<file path="src/rtl/adc_spi_responder.sv">
// rtl/adc_spi_responder.sv - LTC2308-style 8-channel 12-bit ADC emulated as an SPI responder
module adc_spi_responder #(
  parameter int CONV_CYCLES = 64,
  parameter int SYNC_STAGES = 2
) (
  input  logic        clk,
  input  logic        reset_n,
  input  logic        adc_sclk,
  input  logic        adc_cs_n,
  input  logic        adc_din,
  output logic        adc_dout,
  input  logic [95:0] ch_data,
  output logic [5:0]  cfg_word,
  output logic        conv_busy,
  output logic        conv_done,
  output logic        frame_err
);

  localparam int CW = $clog2(CONV_CYCLES);

  // DRAIN swallows the tail of a frame that was started during a conversion.
  typedef enum logic [1:0] {IDLE, SHIFT, CONVERT, DRAIN} state_t;

  state_t state, state_nxt;

  logic [SYNC_STAGES-1:0] sclk_sync, cs_sync, din_sync;
  logic                   sclk_prev, cs_prev;
  logic                   sclk_s, cs_s, din_s;
  logic                   sclk_rise, sclk_fall, cs_rise, cs_fall;

  logic [3:0]    bit_cnt;
  logic [5:0]    cfg_sr;
  logic [10:0]   out_sr;
  logic [11:0]   result;
  logic [CW-1:0] conv_cnt;
  logic [2:0]    ch_idx;
  logic [11:0]   ch_slice;

  assign sclk_s    = sclk_sync[SYNC_STAGES-1];
  assign cs_s      = cs_sync[SYNC_STAGES-1];
  assign din_s     = din_sync[SYNC_STAGES-1];
  assign sclk_rise = sclk_s & ~sclk_prev;
  assign sclk_fall = ~sclk_s & sclk_prev;
  assign cs_rise   = cs_s & ~cs_prev;
  assign cs_fall   = ~cs_s & cs_prev;

  // Channel index is {S1,S0,O/S}; differential mode reuses the same index.
  assign ch_idx   = {cfg_word[3], cfg_word[2], cfg_word[4]};
  assign ch_slice = ch_data[12*ch_idx +: 12];

  // Input synchronizers; cs_n resets low so a frame already open at release is never seen as a fall.
  always_ff @(posedge clk or negedge reset_n) begin
    if (!reset_n) begin
      sclk_sync <= '0;
      cs_sync   <= '0;
      din_sync  <= '0;
      sclk_prev <= 1'b0;
      cs_prev   <= 1'b0;
    end else begin
      sclk_sync <= {sclk_sync[SYNC_STAGES-2:0], adc_sclk};
      cs_sync   <= {cs_sync[SYNC_STAGES-2:0], adc_cs_n};
      din_sync  <= {din_sync[SYNC_STAGES-2:0], adc_din};
      sclk_prev <= sclk_s;
      cs_prev   <= cs_s;
    end
  end

  // State register.
  always_ff @(posedge clk or negedge reset_n) begin
    if (!reset_n) state <= IDLE;
    else          state <= state_nxt;
  end

  // Next-state decode from synchronized frame edges and conversion countdown.
  always_comb begin
    state_nxt = state;
    case (state)
      IDLE:    if (cs_fall) state_nxt = SHIFT;
      SHIFT: begin
        if (cs_rise) begin
          if (bit_cnt >= 4'd6 && !cfg_sr[0]) state_nxt = CONVERT;
          else                               state_nxt = IDLE;
        end
      end
      CONVERT: if (conv_cnt == '0) state_nxt = cs_s ? IDLE : DRAIN;
      DRAIN:   if (cs_s) state_nxt = IDLE;
      default: state_nxt = IDLE;
    endcase
  end

  // Shift registers, config latch, conversion timer and status pulses.
  always_ff @(posedge clk or negedge reset_n) begin
    if (!reset_n) begin
      adc_dout  <= 1'b0;
      cfg_word  <= 6'b100010;
      conv_busy <= 1'b0;
      conv_done <= 1'b0;
      frame_err <= 1'b0;
      result    <= '0;
      bit_cnt   <= '0;
      cfg_sr    <= '0;
      out_sr    <= '0;
      conv_cnt  <= '0;
    end else begin
      conv_done <= 1'b0;
      frame_err <= 1'b0;
      case (state)
        IDLE: begin
          if (cs_fall) begin
            out_sr   <= result[10:0];
            adc_dout <= result[11];
            bit_cnt  <= '0;
          end
        end
        SHIFT: begin
          if (sclk_rise) begin
            if (bit_cnt < 4'd6) cfg_sr <= {cfg_sr[4:0], din_s};
            if (bit_cnt != 4'hF) bit_cnt <= bit_cnt + 4'd1;
          end
          if (sclk_fall) begin
            if (bit_cnt < 4'd12) begin
              adc_dout <= out_sr[10];
              out_sr   <= {out_sr[9:0], 1'b0};
            end else begin
              adc_dout <= 1'b0;
            end
          end
          if (cs_rise) begin
            if (bit_cnt >= 4'd6) begin
              cfg_word <= cfg_sr;
              if (!cfg_sr[0]) begin
                conv_busy <= 1'b1;
                conv_cnt  <= CW'(CONV_CYCLES - 1);
              end
            end else begin
              frame_err <= 1'b1;
            end
          end
        end
        CONVERT: begin
          if (cs_fall) begin
            frame_err <= 1'b1;
            adc_dout  <= 1'b0;
          end
          if (conv_cnt == '0) begin
            result    <= cfg_word[1] ? ch_slice : (ch_slice ^ 12'h800);
            conv_done <= 1'b1;
            conv_busy <= 1'b0;
          end else begin
            conv_cnt <= conv_cnt - 1'b1;
          end
        end
        default: ;
      endcase
    end
  end

endmodule
</file>
<file path="config.mk">
export PLATFORM = sky130hd
export DESIGN_NAME = adc_spi_responder
export DESIGN_NICKNAME = d
export VERILOG_FILES = /design/src/rtl/adc_spi_responder.sv
export SDC_FILE = /design/constraint.sdc
export NUM_CORES = 1
export LEC_CHECK = 0
export ABC_AREA = 1
export ABC_CLOCK_PERIOD_IN_PS = 4500
export CAP_MARGIN = 20
export CORE_MARGIN = 3
export CORE_UTILIZATION = 35
export DETAILED_ROUTE_END_ITERATION = 6
export HOLD_SLACK_MARGIN = 0.12
export PLACE_DENSITY_LB_ADDON = 0.25
export RECOVER_POWER = 100
export SYNTH_ARGS = -nofsm -noshare
export SYNTH_HDL_FRONTEND = slang
export SYNTH_SLANG_ARGS = --single-unit
export TNS_END_PERCENT = 100
</file>
<file path="constraint.sdc">
create_clock -name clk -period 4.5 [get_ports clk]
set_clock_uncertainty 0.1 [all_clocks]
set_input_delay 0.9 -clock clk [delete_from_list [all_inputs] [get_ports clk]]
set_output_delay 0.9 -clock clk [all_outputs]
set_load 0.05 [all_outputs]
</file>
# Word level (Yosys, flattened, before mapping)

Index checks and enable logic that the tools add are counted.

Register bits after elaboration: 59
Input bits: 101
Word-level logic and storage cells: 101

Add/sub/neg operators: 2
Multipliers: 1
Magnitude comparators: 3
Eq/ne operators: 16
Shift-type cells: 1
Multiplexer cells: 37
Bitwise gates (word level): 9
Reduce and logical (&&, ||, !) cells: 16

Operators with widths:

| cell                                                               | count |
|---|---|
| variable part select 96 x 8 -> 12 bit                              | 1 |
| 2-to-1 mux 11 bit                                                  | 3 |
| 2-to-1 mux 6 bit                                                   | 4 |
| inequality test 2 bit (second input constant)                      | 12 |
| one-hot mux 11 bit (2 select lines)                                | 1 |
| AND reduction 4 bit                                                | 4 |
| 2-to-1 mux 1 bit                                                   | 13 |
| 2-to-1 mux 12 bit                                                  | 1 |
| 2-to-1 mux 2 bit                                                   | 6 |
| 2-to-1 mux 4 bit                                                   | 3 |
| one-hot mux 6 bit (2 select lines)                                 | 1 |
| AND reduction 5 bit                                                | 2 |
| one-hot mux 2 bit (4 select lines)                                 | 1 |
| one-hot mux 4 bit (2 select lines)                                 | 1 |
| logical NOT 6 bit                                                  | 1 |
| AND reduction 3 bit                                                | 2 |
| subtractor 6 x 1 -> 6 bit (second input constant)                  | 1 |
| multiplier 2 x 3 -> 5 bit (first input constant)                   | 1 |
| inverter 1 bit                                                     | 5 |
| adder 4 x 1 -> 4 bit (second input constant)                       | 1 |
| AND 1 bit                                                          | 4 |
| equality test 2 bit (second input constant)                        | 2 |
| greater-or-equal comparator 4 x 3 -> 1 bit (second input constant) | 1 |
| less-than comparator 4 x 3 -> 1 bit (second input constant)        | 1 |
| other kinds (11)                                                   | 13 |

# Depth between registers and ports, before layout

Gate-level depths: netlist of run 1.

Word-level depth: 5
Depth in mapped cells: 10
Mapped depth without buffers: 10

# Worst setup path before layout of run 1

OpenSTA, ideal clock, no wires.

Path type: register -> output
From: reg cfg_word[1]
To: out cfg_word[1]
Arrival time: 680 ps
Data required time: 3500 ps
Path slack: 2820 ps
Stages on the path, launching flop included: 1
Buffers on the path: 0
Path through: dfstp_2

RTL lines:

| what                   | line | source |
|---|---|---|
| from (decl)            | 13   | `output logic [5:0] cfg_word,` |
| from (signal assigned) | 130  | `cfg_word <= cfg_sr;` |

No word-level cell between the ends.

==> results of run 1 <==
## cells by family (layout without fill, tap and decap cells)
kind of cell	Yosys count	in the layout	synth area share, %
compound gates	114	114	19.1
xor+xnor	3	3	0.748
fa+ha+maj	8	8	2.85
buf+inv	66	167	8.48
flops	59	59	42.1
simple gates	230	230	26.7
## through the flow
step	std cells	utilization, %	hold slack (ns)	power [uW]
final	710	50.4	0.258	1910
after global placement	694	48.8	0.235	1480
after floorplan	480	-	0.231	1270
after detailed placement	694	48.8	0.238	1500
after global routing	710	50.4	0.274	2070
after CTS	710	50.7	0.257	1960
## layout by cell type (no fill, tap or decap), drive strengths merged
cell / synthesis / layout
nand2: 110 / 110
clkdlybuf4s50: 0 / 96
nor2: 86 / 86
o21ai: 73 / 73
dfrtp: 57 / 57
inv: 38 / 42
nand3: 29 / 29
o211ai: 22 / 22
dlygate4sd3: 0 / 13
clkbuf: 10 / 11
a31oi: 10 / 10
ha: 8 / 8
nor3: 4 / 4
a21oi: 4 / 4
xor2: 3 / 3
o21a: 2 / 2
dfstp: 2 / 2
buf: 18 / 2
clkinv: 0 / 2
nand4: 1 / 1
a22oi: 1 / 1
o22ai: 1 / 1
o211a: 1 / 1
clkinvlp: 0 / 1
## state kept, by name, indices dropped and copies added (netlist names)
| name | cells |
|---|---|
| out_sr | 11 |
| state | 2 |
| result | 12 |
| bit_cnt | 4 |
| conv_done | 1 |
| cs_prev | 1 |
| conv_cnt | 6 |
| din_sync | 2 |
| cfg_word | 6 |
| cfg_sr | 6 |
| sclk_sync | 2 |
| cs_sync | 2 |
| conv_busy | 1 |
| frame_err | 1 |
| sclk_prev | 1 |
| adc_dout | 1 |
## area by class of cell
| cell class | instances | area [um^2] |
|---|---|---|
| flip-flops and latches | 59 | 1480 |
| repair buffers | 113 | 1110 |
| multi-input cells | 355 | 1710 |
| fillers | 958 | 4710 |
| clock buffers | 9 | 124 |
| inverters | 38 | 143 |
| well taps | 129 | 161 |
| clock inverters | 7 | 56.3 |
## path summary, 6_finish.rpt
kind	cells past startpoint	to	slack, ns
max	2	result[8]	1.29
min	0	cs_sync[1]	0.26
max reg2reg	9	conv_cnt[1]	1.32
min reg2reg	0	cs_sync[1]	0.26
max in group clk	9	conv_cnt[1]	1.32
min in group asynchronous	1	conv_cnt[5]	0.73
## metal layers
layer,GRT usage (%),wire length (um),part of all wire [%]
met2,33.1,5160,51
met4,5.83,174,1.7
met5,0,0,0
met1,22.8,4360,43
met3,4.07,427,4.2
## power breakdown
part	internal, uW	leakage, uW	switching, uW
combinational	292	0.00134	434
sequential	656	0.000686	89.5
clock	207	0.0000910	234
total	1150	0.00212	757
==> reports/metrics.cfg, run 1 <==
[power]
p_leak_uw = 0.00212
power_density_nw_per_um2 = 399
ir_worst_vdd_mv = 0.272

[min_path]
min-delay-start = cs_sync[0]
hp-class = flop to flop

[yosys]
synthCells = 480
synth-seq-cells = 59
syn_nets = 589
synth_commonest_cells = nand2_1 (107), nor2_1 (83), o21ai_0 (62)
synth_area_leaders = dfrtp_1 (41%), nand2_1 (11%), nor2_1 (8.9%)
yosysSeqAreaShare_pct = 42.1
synth_top_area_share_pct = 40.6
synth-edff-count = 0
synth.most_common_cell = nand2_1
synth_flop_cell = dfrtp_1
synth.avg_cell_area_um2 = 7.32
synth_area_um2 = 3510
synth_area_leader_cell = dfrtp_1
ys_async_sr_fraction_pct = 100
yosys_warnings = 0
yosysUniqueCellTypes = 29

[floorplan]
die_w_um = 106
io_pins = 111
fp.dieH_um = 106
fp.coreArea_um2 = 9500
initial_utilization_pct = 37.0
fp-row-count = 35
die-area_um2 = 11300

[global_routing]
grt_pass1_wl_um = 17000
grt_usage_pct = 18.8
grt_pass1_vias = 3450
antenna_found_initial = 0
grt-ovfl-total = 0
grt_max_degree = 52

[cts]
cts_tree = built
cts_buffers = 9
cts_resized = 0
clock_sinks = 59
cts_post_setup_buffers_inserted = 0
clk_latency_ns = 0.35
cts_buffer_depth = 2
htree_levels = 3
holdBufCountCts = 0
clk_pin_slew_ns = 0.08
root_buffer = clkbuf_8

[layout]
area_growth_pct = 36.3
finalInstanceArea_um2 = 4790
drive_above_1_share_pct = 4.82
insertedDiodeCount = 0
fin_nets = 685

[critical_path]
arrival_ns = 3.22
worstSetupEndpointType = async pin
path_max_fanout = 34
worstPathRequired_ns = 4.51
crit_path_max_incr_delay_ns = 1.36
crit_slowest_cell = clkbuf_1
crit_start = reset_n
r2r_start = state[0]
start_kind = input pin
crit_type = input pin to async pin
crit_path_frequent_cell = clkbuf_1
critPathBufInv = 2
path_cells = clkbuf_1, clkbuf_1
crit_family = buffers and inverters

[placed_design]
place_hpwl_um = 7530
port_buffers = 110
place_ws_ns = 1.76
place_congestion = 0.808
dpl_cell_area_um2 = 4640

[sta]
fin_crit_ns = 3.21
setup_viol = 0
finalSetupTns_ns = 0
finalHoldViolations = 0
fmax_mhz = 311
rsz0062_at_grt = false
fin_crit_sh_pct = 71.3
layout_setup_ws_ns = 1.29
slew_viol_final = 35
worst_pin_slew_ns = 1.78
relSlewSlack_pct = -18.5

[routing]
drt_pass1_iterations = 4
vias_per_cell = 4.93
route.vias.total = 3501
wire_per_inst_um = 14.3
drt_iter0_markers = 197
wirelength_um = 10100
ant_nets = 0
post-route-drc-count = 0

[outcome]
outcome = finished with violations
violations = capacitance limit, slew limit

[job]
cap_violations = 1

(Power assumes the default switching activity.)
==> run 2, diff against run 1 <==
ABC_CLOCK_PERIOD_IN_PS = 3040   (was 4500)
clock period = 3.04 ns   (was 4.5 ns; I/O delays follow)
==> reports/metrics.cfg, run 2 (synthesis gave the netlist of run 1 again) <==
[layout]
instances_no_fill = 714  ; +0.56%
insertedDiodeCount = 0  ; unchanged
finalInstanceArea_um2 = 4830  ; +0.97%
largest_register_ffs = 12  ; unchanged
finish.utilization_pct = 50.9  ; +0.49 points
area_growth_pct = 37.7
fin_nets = 689  ; +0.58%
drive_above_1_share_pct = 6.32  ; +1.5 points
multi_input_area_um2 = 1730  ; +0.80%
final_common_cell = nand2_1
reg_top3 = result: 12 flops, out_sr: 11 flops
seq_area_um2 = 1480  ; unchanged
nFillCells = 953  ; -0.52%
regMostFlops = result
final_cell_mix = nand2_1 (108), clkdlybuf4s50_1 (96), nor2_1 (83)

[cts]
cts_buffer_depth = 2  ; unchanged
root_buffer = clkbuf_8
holdBufCountCts = 0  ; unchanged
cts_buffers = 9  ; unchanged
clock_sinks = 59  ; unchanged
clk_pin_slew_ns = 0.08  ; about the same
cts_tree = built
htree_levels = 3  ; unchanged
clk_latency_ns = 0.35  ; about the same
cts_resized = 0  ; unchanged
cts_post_setup_buffers_inserted = 0  ; unchanged

[sta]
relSlewSlack_pct = 7.26  ; +26 points
setup_viol = 0  ; unchanged
fin_crit_ns = 2.51
rsz0062_at_grt = false
worst_pin_slew_ns = 1.39  ; -0.387 ns
slew_viol_final = 0  ; -100%
finalHoldViolations = 0  ; unchanged
fin_crit_sh_pct = 82.4
fmax_mhz = 399
finalSetupTns_ns = 0  ; unchanged

[critical_path]
crit_path_max_incr_delay_ns = 0.89  ; -0.47 ns
path_max_fanout = 4  ; -88%
arrival_ns = 1.80  ; -1.42 ns
path_cells = dlygate4sd3_1
critPathBufInv = 1  ; -1
worstPathRequired_ns = 2.33  ; -2.18 ns
start_kind = flop
crit_family = buffers and inverters
crit_type = flop to output pin
worstSetupEndpointType = output pin
ff2ff_setup_slack_ns = 0.59  ; -0.73 ns
crit_slowest_cell = dlygate4sd3_1

[placed_design]
port_buffers = 110  ; unchanged
place_congestion = 0.785  ; -2.9%
dpl_cell_area_um2 = 4670  ; +0.81%
place_hpwl_um = 7500  ; -0.33%
dp.cells = 698  ; +0.58%

[global_routing]
grt_max_degree = 60  ; +15%
antenna_found_initial = 0  ; unchanged
grt_pass1_wl_um = 17000  ; -0.24%
grt-ovfl-total = 0  ; unchanged
grt_usage_pct = 18.5  ; -0.27 points
grt_pass1_vias = 3481  ; +0.90%

[min_path]
hp-class = flop to flop

[job]
cap_violations = 0  ; -1

[floorplan]
fp-row-count = 35  ; unchanged
die_w_um = 106  ; unchanged
fp.coreArea_um2 = 9500  ; unchanged
io_pins = 111  ; unchanged
initial_utilization_pct = 37.0  ; unchanged
die-area_um2 = 11300  ; unchanged
fp.dieH_um = 106  ; unchanged

[outcome]
outcome = finished clean

[power]
ir_worst_vdd_mv = 0.389  ; +43%
fin_total_pwr_uw = 2860  ; +50%
power_density_nw_per_um2 = 591  ; +48%
p_leak_uw = 0.00214  ; +1.0%

[routing]
ant_nets = 0  ; unchanged
drt_iter0_markers = 225  ; +14%
route.vias.total = 3493  ; -0.23%
vias_per_cell = 4.89  ; -0.79%
wire_per_inst_um = 14.1  ; -0.87%
post-route-drc-count = 0  ; unchanged
drt_pass1_iterations = 4  ; unchanged
wirelength_um = 10100  ; -0.32%

==> run 2: cell type report <==
cell class              instances  share of cell area, %
clock inverters                 7                   1.22
clock buffers                   9                   2.56
inverters                      38                   2.95
multi-input cells             355                   35.7
repair buffers                117                   23.7
flip-flops and latches         59                   30.6
well taps                     129                   3.34
==> run 2: path summary, 6_finish.rpt <==
| path | startpoint | depth (start not counted) | endpoint |
|---|---|---|---|
| min in group asynchronous | reset_n | 2 | conv_cnt[5] |
| worst max-delay path | cfg_word[1] | 1 | cfg_word[1] |
| worst min-delay path | cs_sync[0] | 0 | cs_sync[1] |
| max in group asynchronous | reset_n | 2 | out_sr[7] |
| worst max register to register | state[1] | 9 | state[0] |
| worst min register to register | cs_sync[0] | 0 | cs_sync[1] |
==> run 2: metal layers <==
layer	vias up	GRT usage, %	wire, um
li1	1775	-	-
met1	1639	22.5	4260
met2	63	33.1	5260
met3	16	2.91	373
met4	0	6.48	191
met5	-	0	0
==> run 2: where the power goes <==
part	switching, uW	internal (uW)
Clock	350	309
Combinational	645	443
Sequential	142	970
==> run 2: metrics by stage <==
step | hold slack (ns) | worst slack, ns
after floorplan | 0.212 | 1.40
after global placement | 0.233 | 0.797
after detailed placement | 0.236 | 0.695
after CTS | 0.255 | 0.578
after global routing | 0.263 | 0.291
final | 0.252 | 0.535
